--- config.mk ---
export PLATFORM = sky130hd
export DESIGN_NAME = eth_tx_arb
export DESIGN_NICKNAME = d
export VERILOG_FILES = /design/src/rtl/eth_tx_arb.sv
export SDC_FILE = /design/constraint.sdc
export NUM_CORES = 1
export LEC_CHECK = 0
export CAP_MARGIN = 20
export CORE_AREA = 3 3 66 68
export CTS_CLUSTER_DIAMETER = 200
export DETAILED_ROUTE_END_ITERATION = 16
export DIE_AREA = 0 0 69 71
export HOLD_SLACK_MARGIN = 0.03
export PLACE_DENSITY = 0.76
export SLEW_MARGIN = 20
export SYNTH_ARGS = -nofsm -noshare
export SYNTH_HDL_FRONTEND = slang
export SYNTH_SLANG_ARGS = --single-unit
--- constraint.sdc ---
create_clock -name i_clk -period 2.7 [get_ports i_clk]
set_clock_uncertainty 0.05 [all_clocks]
set_input_delay 0.675 -clock i_clk [delete_from_list [all_inputs] [get_ports i_clk]]
set_output_delay 0.675 -clock i_clk [all_outputs]
set_load 0.005 [all_outputs]
--- src/rtl/eth_tx_arb.sv ---
// Round-robin arbiter for the shared Ethernet transmit byte port.
// Grants are frame-atomic, and a watchdog revokes the grant from a client that stalls or withdraws.
module eth_tx_arb #(
    parameter int N_CLIENTS = 4,
    parameter int TIMEOUT   = 255,
    parameter int IDW       = 3
) (
    input  logic                   i_clk,
    input  logic                   i_rst,
    input  logic [N_CLIENTS-1:0]   i_req,
    input  logic [8*N_CLIENTS-1:0] i_cdata,
    input  logic [N_CLIENTS-1:0]   i_cvalid,
    input  logic [N_CLIENTS-1:0]   i_clast,
    output logic [N_CLIENTS-1:0]   o_grant,
    output logic [N_CLIENTS-1:0]   o_cready,
    output logic [7:0]             o_wdata,
    output logic                   o_wvalid,
    output logic                   o_wlast,
    input  logic                   i_wready,
    output logic                   o_abort,
    output logic [IDW-1:0]         o_abort_id,
    output logic                   o_busy
);

    localparam int             WDW      = (TIMEOUT > 0) ? $clog2(TIMEOUT + 1) : 1;
    localparam logic [WDW-1:0] WD_LIMIT = WDW'(TIMEOUT);
    localparam logic [WDW-1:0] WD_MAX   = {WDW{1'b1}};
    localparam logic [IDW-1:0] LAST_ID  = IDW'(N_CLIENTS - 1);

    typedef enum logic [0:0] {
        ST_IDLE  = 1'b0,
        ST_GRANT = 1'b1
    } state_e;

    state_e                 state_q, state_d;
    logic [N_CLIENTS-1:0]   grant_q, grant_d;
    logic [IDW-1:0]         gidx_q, gidx_d;
    logic [IDW-1:0]         ptr_q, ptr_d;
    logic [WDW-1:0]         wd_q, wd_d;
    logic                   abort_q, abort_d;
    logic [IDW-1:0]         abort_id_q, abort_id_d;

    logic                   g_req;
    logic                   g_cvalid;
    logic                   g_clast;
    logic [7:0]             g_data;
    logic                   xfer;
    logic                   wd_expired;
    logic                   sel_found;
    logic [IDW-1:0]         sel_idx;
    logic [IDW-1:0]         next_ptr;

    always_comb begin
        g_req    = 1'b0;
        g_cvalid = 1'b0;
        g_clast  = 1'b0;
        g_data   = 8'h00;
        for (int k = 0; k < N_CLIENTS; k++) begin
            if (gidx_q == IDW'(k)) begin
                g_req    = i_req[k];
                g_cvalid = i_cvalid[k];
                g_clast  = i_clast[k];
                g_data   = i_cdata[8*k +: 8];
            end
        end
    end

    // Valid/ready: a byte moves on every cycle where o_wvalid and i_wready are both high;
    // o_wvalid never depends on i_wready, and the owner sees that same cycle via o_cready.
    assign o_busy     = (state_q == ST_GRANT);
    assign o_grant    = grant_q;
    assign o_cready   = grant_q & {N_CLIENTS{i_wready}};
    assign o_wvalid   = o_busy & g_cvalid;
    assign o_wlast    = o_wvalid & g_clast;
    assign o_wdata    = o_busy ? g_data : 8'h00;
    assign o_abort    = abort_q;
    assign o_abort_id = abort_id_q;

    assign xfer       = o_wvalid & i_wready;
    assign wd_expired = (TIMEOUT != 0) && (wd_q == WD_LIMIT);
    assign next_ptr   = (gidx_q == LAST_ID) ? '0 : gidx_q + IDW'(1);

    // First requester at or above the pointer, wrapping around.
    always_comb begin
        sel_found = 1'b0;
        sel_idx   = '0;
        for (int j = 0; j < N_CLIENTS; j++) begin
            for (int k = 0; k < N_CLIENTS; k++) begin
                if (!sel_found && i_req[k] && ((int'(ptr_q) + j) % N_CLIENTS == k)) begin
                    sel_found = 1'b1;
                    sel_idx   = IDW'(k);
                end
            end
        end
    end

    always_comb begin
        state_d    = state_q;
        grant_d    = grant_q;
        gidx_d     = gidx_q;
        ptr_d      = ptr_q;
        wd_d       = wd_q;
        abort_d    = 1'b0;
        abort_id_d = abort_id_q;
        case (state_q)
            ST_IDLE: begin
                if (sel_found) begin
                    state_d = ST_GRANT;
                    gidx_d  = sel_idx;
                    grant_d = N_CLIENTS'(1) << sel_idx;
                    wd_d    = '0;
                end
            end
            ST_GRANT: begin
                // A completing last byte takes precedence over withdrawal and timeout.
                if (xfer && o_wlast) begin
                    state_d = ST_IDLE;
                    grant_d = '0;
                    ptr_d   = next_ptr;
                    wd_d    = '0;
                end else if (!g_req || wd_expired) begin
                    state_d    = ST_IDLE;
                    grant_d    = '0;
                    ptr_d      = next_ptr;
                    wd_d       = '0;
                    abort_d    = 1'b1;
                    abort_id_d = gidx_q;
                end else if (xfer) begin
                    wd_d = '0;
                end else if (wd_q != WD_MAX) begin
                    wd_d = wd_q + WDW'(1);
                end
            end
            default: begin
                state_d = ST_IDLE;
                grant_d = '0;
            end
        endcase
    end

    always_ff @(posedge i_clk) begin
        if (i_rst) begin
            state_q    <= ST_IDLE;
            grant_q    <= '0;
            gidx_q     <= '0;
            ptr_q      <= '0;
            wd_q       <= '0;
            abort_q    <= 1'b0;
            abort_id_q <= '0;
        end else begin
            state_q    <= state_d;
            grant_q    <= grant_d;
            gidx_q     <= gidx_d;
            ptr_q      <= ptr_d;
            wd_q       <= wd_d;
            abort_q    <= abort_d;
            abort_id_q <= abort_id_d;
        end
    end

endmodule

==> metrics.md <==
| Metric | Value |
|---|---|
| Status | `finished with violations` |
| Failing checks | `setup timing` |
| Overall Global Routing Usage | `0.216` |
| Diodes inserted | `0` |
| Multi-input gate area | `0.00120 mm2` |
| Vias in the first global route | `1,844` |
| Post-synth cell types | `56` |
| Cell accounting for the most synthesized area | `dfxtp_1` |
| Routed len/inst | `15.9 um` |
| DRT Pass-1 Iters | `4` |
| Hold Path Depth | `2` |
| Critical path fanouts, max | `5` |
| Post-synthesis sequential area ratio | `0.253` |
| Setup violators final | `1` |
| Ys flop type | `dfxtp_1` |
| # hold bufs at CTS | `0` |
| Synth Warn # | `0` |
| Post-layout util | `0.703` |
| End of the worst hold path | `o_grant[2]` |
| DR top layer | `met4` |
| Post-Syn Instances | `206` |
| Max Fclk | `0.370 GHz` |
| Netlist Area Pre-Place | `0.00158 mm2` |
| RSZ-0062 raised after global routing | `yes` |
| Ys async rst share | `0` |
| Worst vdd ir | `291 uV` |
| Reg2reg path depth | `14` |
| Initial antenna violation count | `0` |
| Synth area leaders | `dfxtp_1 25%, a21oi_1 6.0%, nor2_1 5.7%` |
| Capturing element type of the critical path | `output pin` |
| Most numerous cell in the Yosys netlist | `nor2_1` |
| CTS root buf | `clkbuf_8` |
| P_leak | `1.11 nW` |
| Crit path DAT | `1.98 ns` |
| DIE AREA | `0.00490 mm2` |
| First-pass GRT wire length | `8870 um` |
| Largest net degree at the start of global routing | `25` |
| Reg-to-reg setup timing slack | `0.11 ns` |
| Post-Syn Area per Cell | `7.68 um2` |
| Crit share post-route | `1.00` |
| Via Count | `1,960` |
| Max cap viols | `0` |
| Share of cells above drive strength 1 | `0.262` |
| Cell Rows | `23` |
| CTS buffer count | `3` |
| Die Height | `71 um` |
| Final ANT Viol Nets | `0` |
| Routed WL | `5640 um` |
| Crit Path Class | `reg -> out` |
| Worst Hold Launch | `o_grant[2]` |
| Number of flops mapped to enable cells by yosys | `0` |
| Clock sinks | `20` |
| GRT overflow | `0` |
| Top cells by count, synth | `24 x nor2_1, 20 x dfxtp_1, 19 x a21oi_1` |
| # H-tree levels | `1` |
| Clock slew at reported path FFs | `0.07 ns` |
| Power per cell area | `395 mW/mm2` |
| 1st-iter DRT viols | `76` |
| Port buffer count | `68` |
| Fillers | `335` |
| IO Count | `70` |
| CP Launch Type | `register` |
| Flops & latches, synth | `20` |
| Placeable Area | `0.00391 mm2` |
| WHS | `0.427 ns` |
| Hpwl dp | `3880 um` |
| CTS tree | `built` |
| Post-synth top area share | `0.253` |
| Layout Area Growth over Synthesis | `73.9%` |
| Die Wd | `69 um` |
| Crit path setup slack, layout | `-0.00265 ns` |
| FF/Latch Area | `408 um2` |
| # DRC | `0` |
| GP Congestion | `0.886` |
| Final net count | `358` |
| Final min period | `2.70 ns` |
| DR WL met2 | `2800 um` |
| Clock Path Buffers | `2` |
| R2r endpoint | `wd_q[3]` |
| Worst skew pair latency | `0.26 ns` |
| Final hold viol count | `0` |
| CP required | `1.98 ns` |
| Syn nets | `258` |
| Tightest Hold Check Type | `reg -> reg` |
| M1 WL | `2430 um` |
| Max-slew violation count | `0` |
| WL met3 | `302 um` |
| Starting Density | `0.404` |
| Vias per cell | `5.52` |
| RR Startpoint | `gidx_q[1]` |
[worst max path at each step]
stage	cells after the start	from	endpoint	slack (ns)
2_1_floorplan	5	gidx_q[1]	o_wlast	0.24
3_3_place_gp	6	i_cvalid[1]	o_wlast	-0.59
3_5_place_dp	6	i_cvalid[1]	o_wlast	-0.60
4_1_cts	9	gidx_q[1]	o_wdata[6]	-0.15
5_1_grt	10	gidx_q[0]	o_wdata[3]	-0.08
6_report	10	gidx_q[1]	o_wdata[1]	-0.003
[placed cells by master (no fill, tap or decap), types with 3 or more instances in the layout]
master and instances:
a21oi_1 19, a221oi_2 7, and2_1 5, and3_1 3
buf_4 36, buf_6 5, clkbuf_2 3, clkbuf_8 4
clkdlybuf4s50_1 55, dfxtp_1 18, dlygate4sd2_1 5, inv_1 6
mux2i_1 6, nand2_1 11, nand2b_1 9, nand3_1 5
nand3b_1 5, nor2_1 24, nor3_1 9, o21ai_0 3
[per-stage QoR]
stage	setup TNS (ns)	total power, W	setup slack, ns	std cells	area (um2)
2_1_floorplan	0	0.000541	0.239	206	1580
3_3_place_gp	-3.36	0.000769	-0.589	341	2500
3_5_place_dp	-3.53	0.000775	-0.603	341	2500
4_1_cts	-0.309	0.00104	-0.154	350	2660
5_1_grt	-0.305	0.00115	-0.0782	355	2750
6_report	-0.00265	0.00109	-0.00265	355	2750
[layout make-up]
| class | count | area share |
|---|---|---|
| Clock buffer | 4 | 0.0200 |
| Inverter | 9 | 0.0150 |
| Multi-Input combinational cell | 163 | 0.438 |
| Sequential cell | 20 | 0.148 |
| Tap cell | 50 | 0.0227 |
| Timing Repair Buffer | 109 | 0.356 |
[sequential cells by signal, summed over array words and instances (netlist names)]
| name | count |
|---|---|
| wd_q | 8 |
| o_grant | 4 |
| gidx_q | 2 |
| o_abort_id | 2 |
| ptr_q | 2 |
| o_abort | 1 |
| o_busy | 1 |
[logic make-up after synthesis]
| kind of cell | count (synthesis) | share of synthesized area |
|---|---|---|
| AOI/OAI and AO/OA | 59 | 0.279 |
| xor gates and xnor gates | 1 | 0.00553 |
| adders and majority gates | 5 | 0.0395 |
| buffers and inverters | 23 | 0.0593 |
| DFF | 20 | 0.253 |
| muxes | 7 | 0.0451 |
| other | 1 | 0.00237 |
| and+or+nand+nor | 90 | 0.316 |
[report_power, final]
part	switching [W]	internal [W]	leakage (nW)
registers	0.0000176	0.000312	0.164
clock network	0.0000975	0.000130	0.0288
logic	0.000228	0.000302	0.920
[metal layers]
layer | vias up | track usage
li1 | 949 | -
met1 | 932 | 0.275
met2 | 68 | 0.369
met3 | 11 | 0.0369
met4 | 0 | 0.0716
met5 | - | 0
[critical path: stages (launching register included)]
cell and delay (ns):
dfxtp_4 0.37, inv_4 0.04, ha_4 0.17, buf_4 0.14
nor2b_4 0.16, buf_6 0.14, a221oi_2 0.05, nor3_1 0.17
a21oi_1 0.06, nor2_1 0.14, dlygate4sd2_1 0.26
[repair_timing]
action / 4_1_cts / 5_1_grt
buffers inserted: 5 / 5
gates resized for setup: 39 / 24
setup endpoints to repair: 10 / 9
pin swaps: 3 / 14
Note: power is estimated with default switching activity, not from simulation.
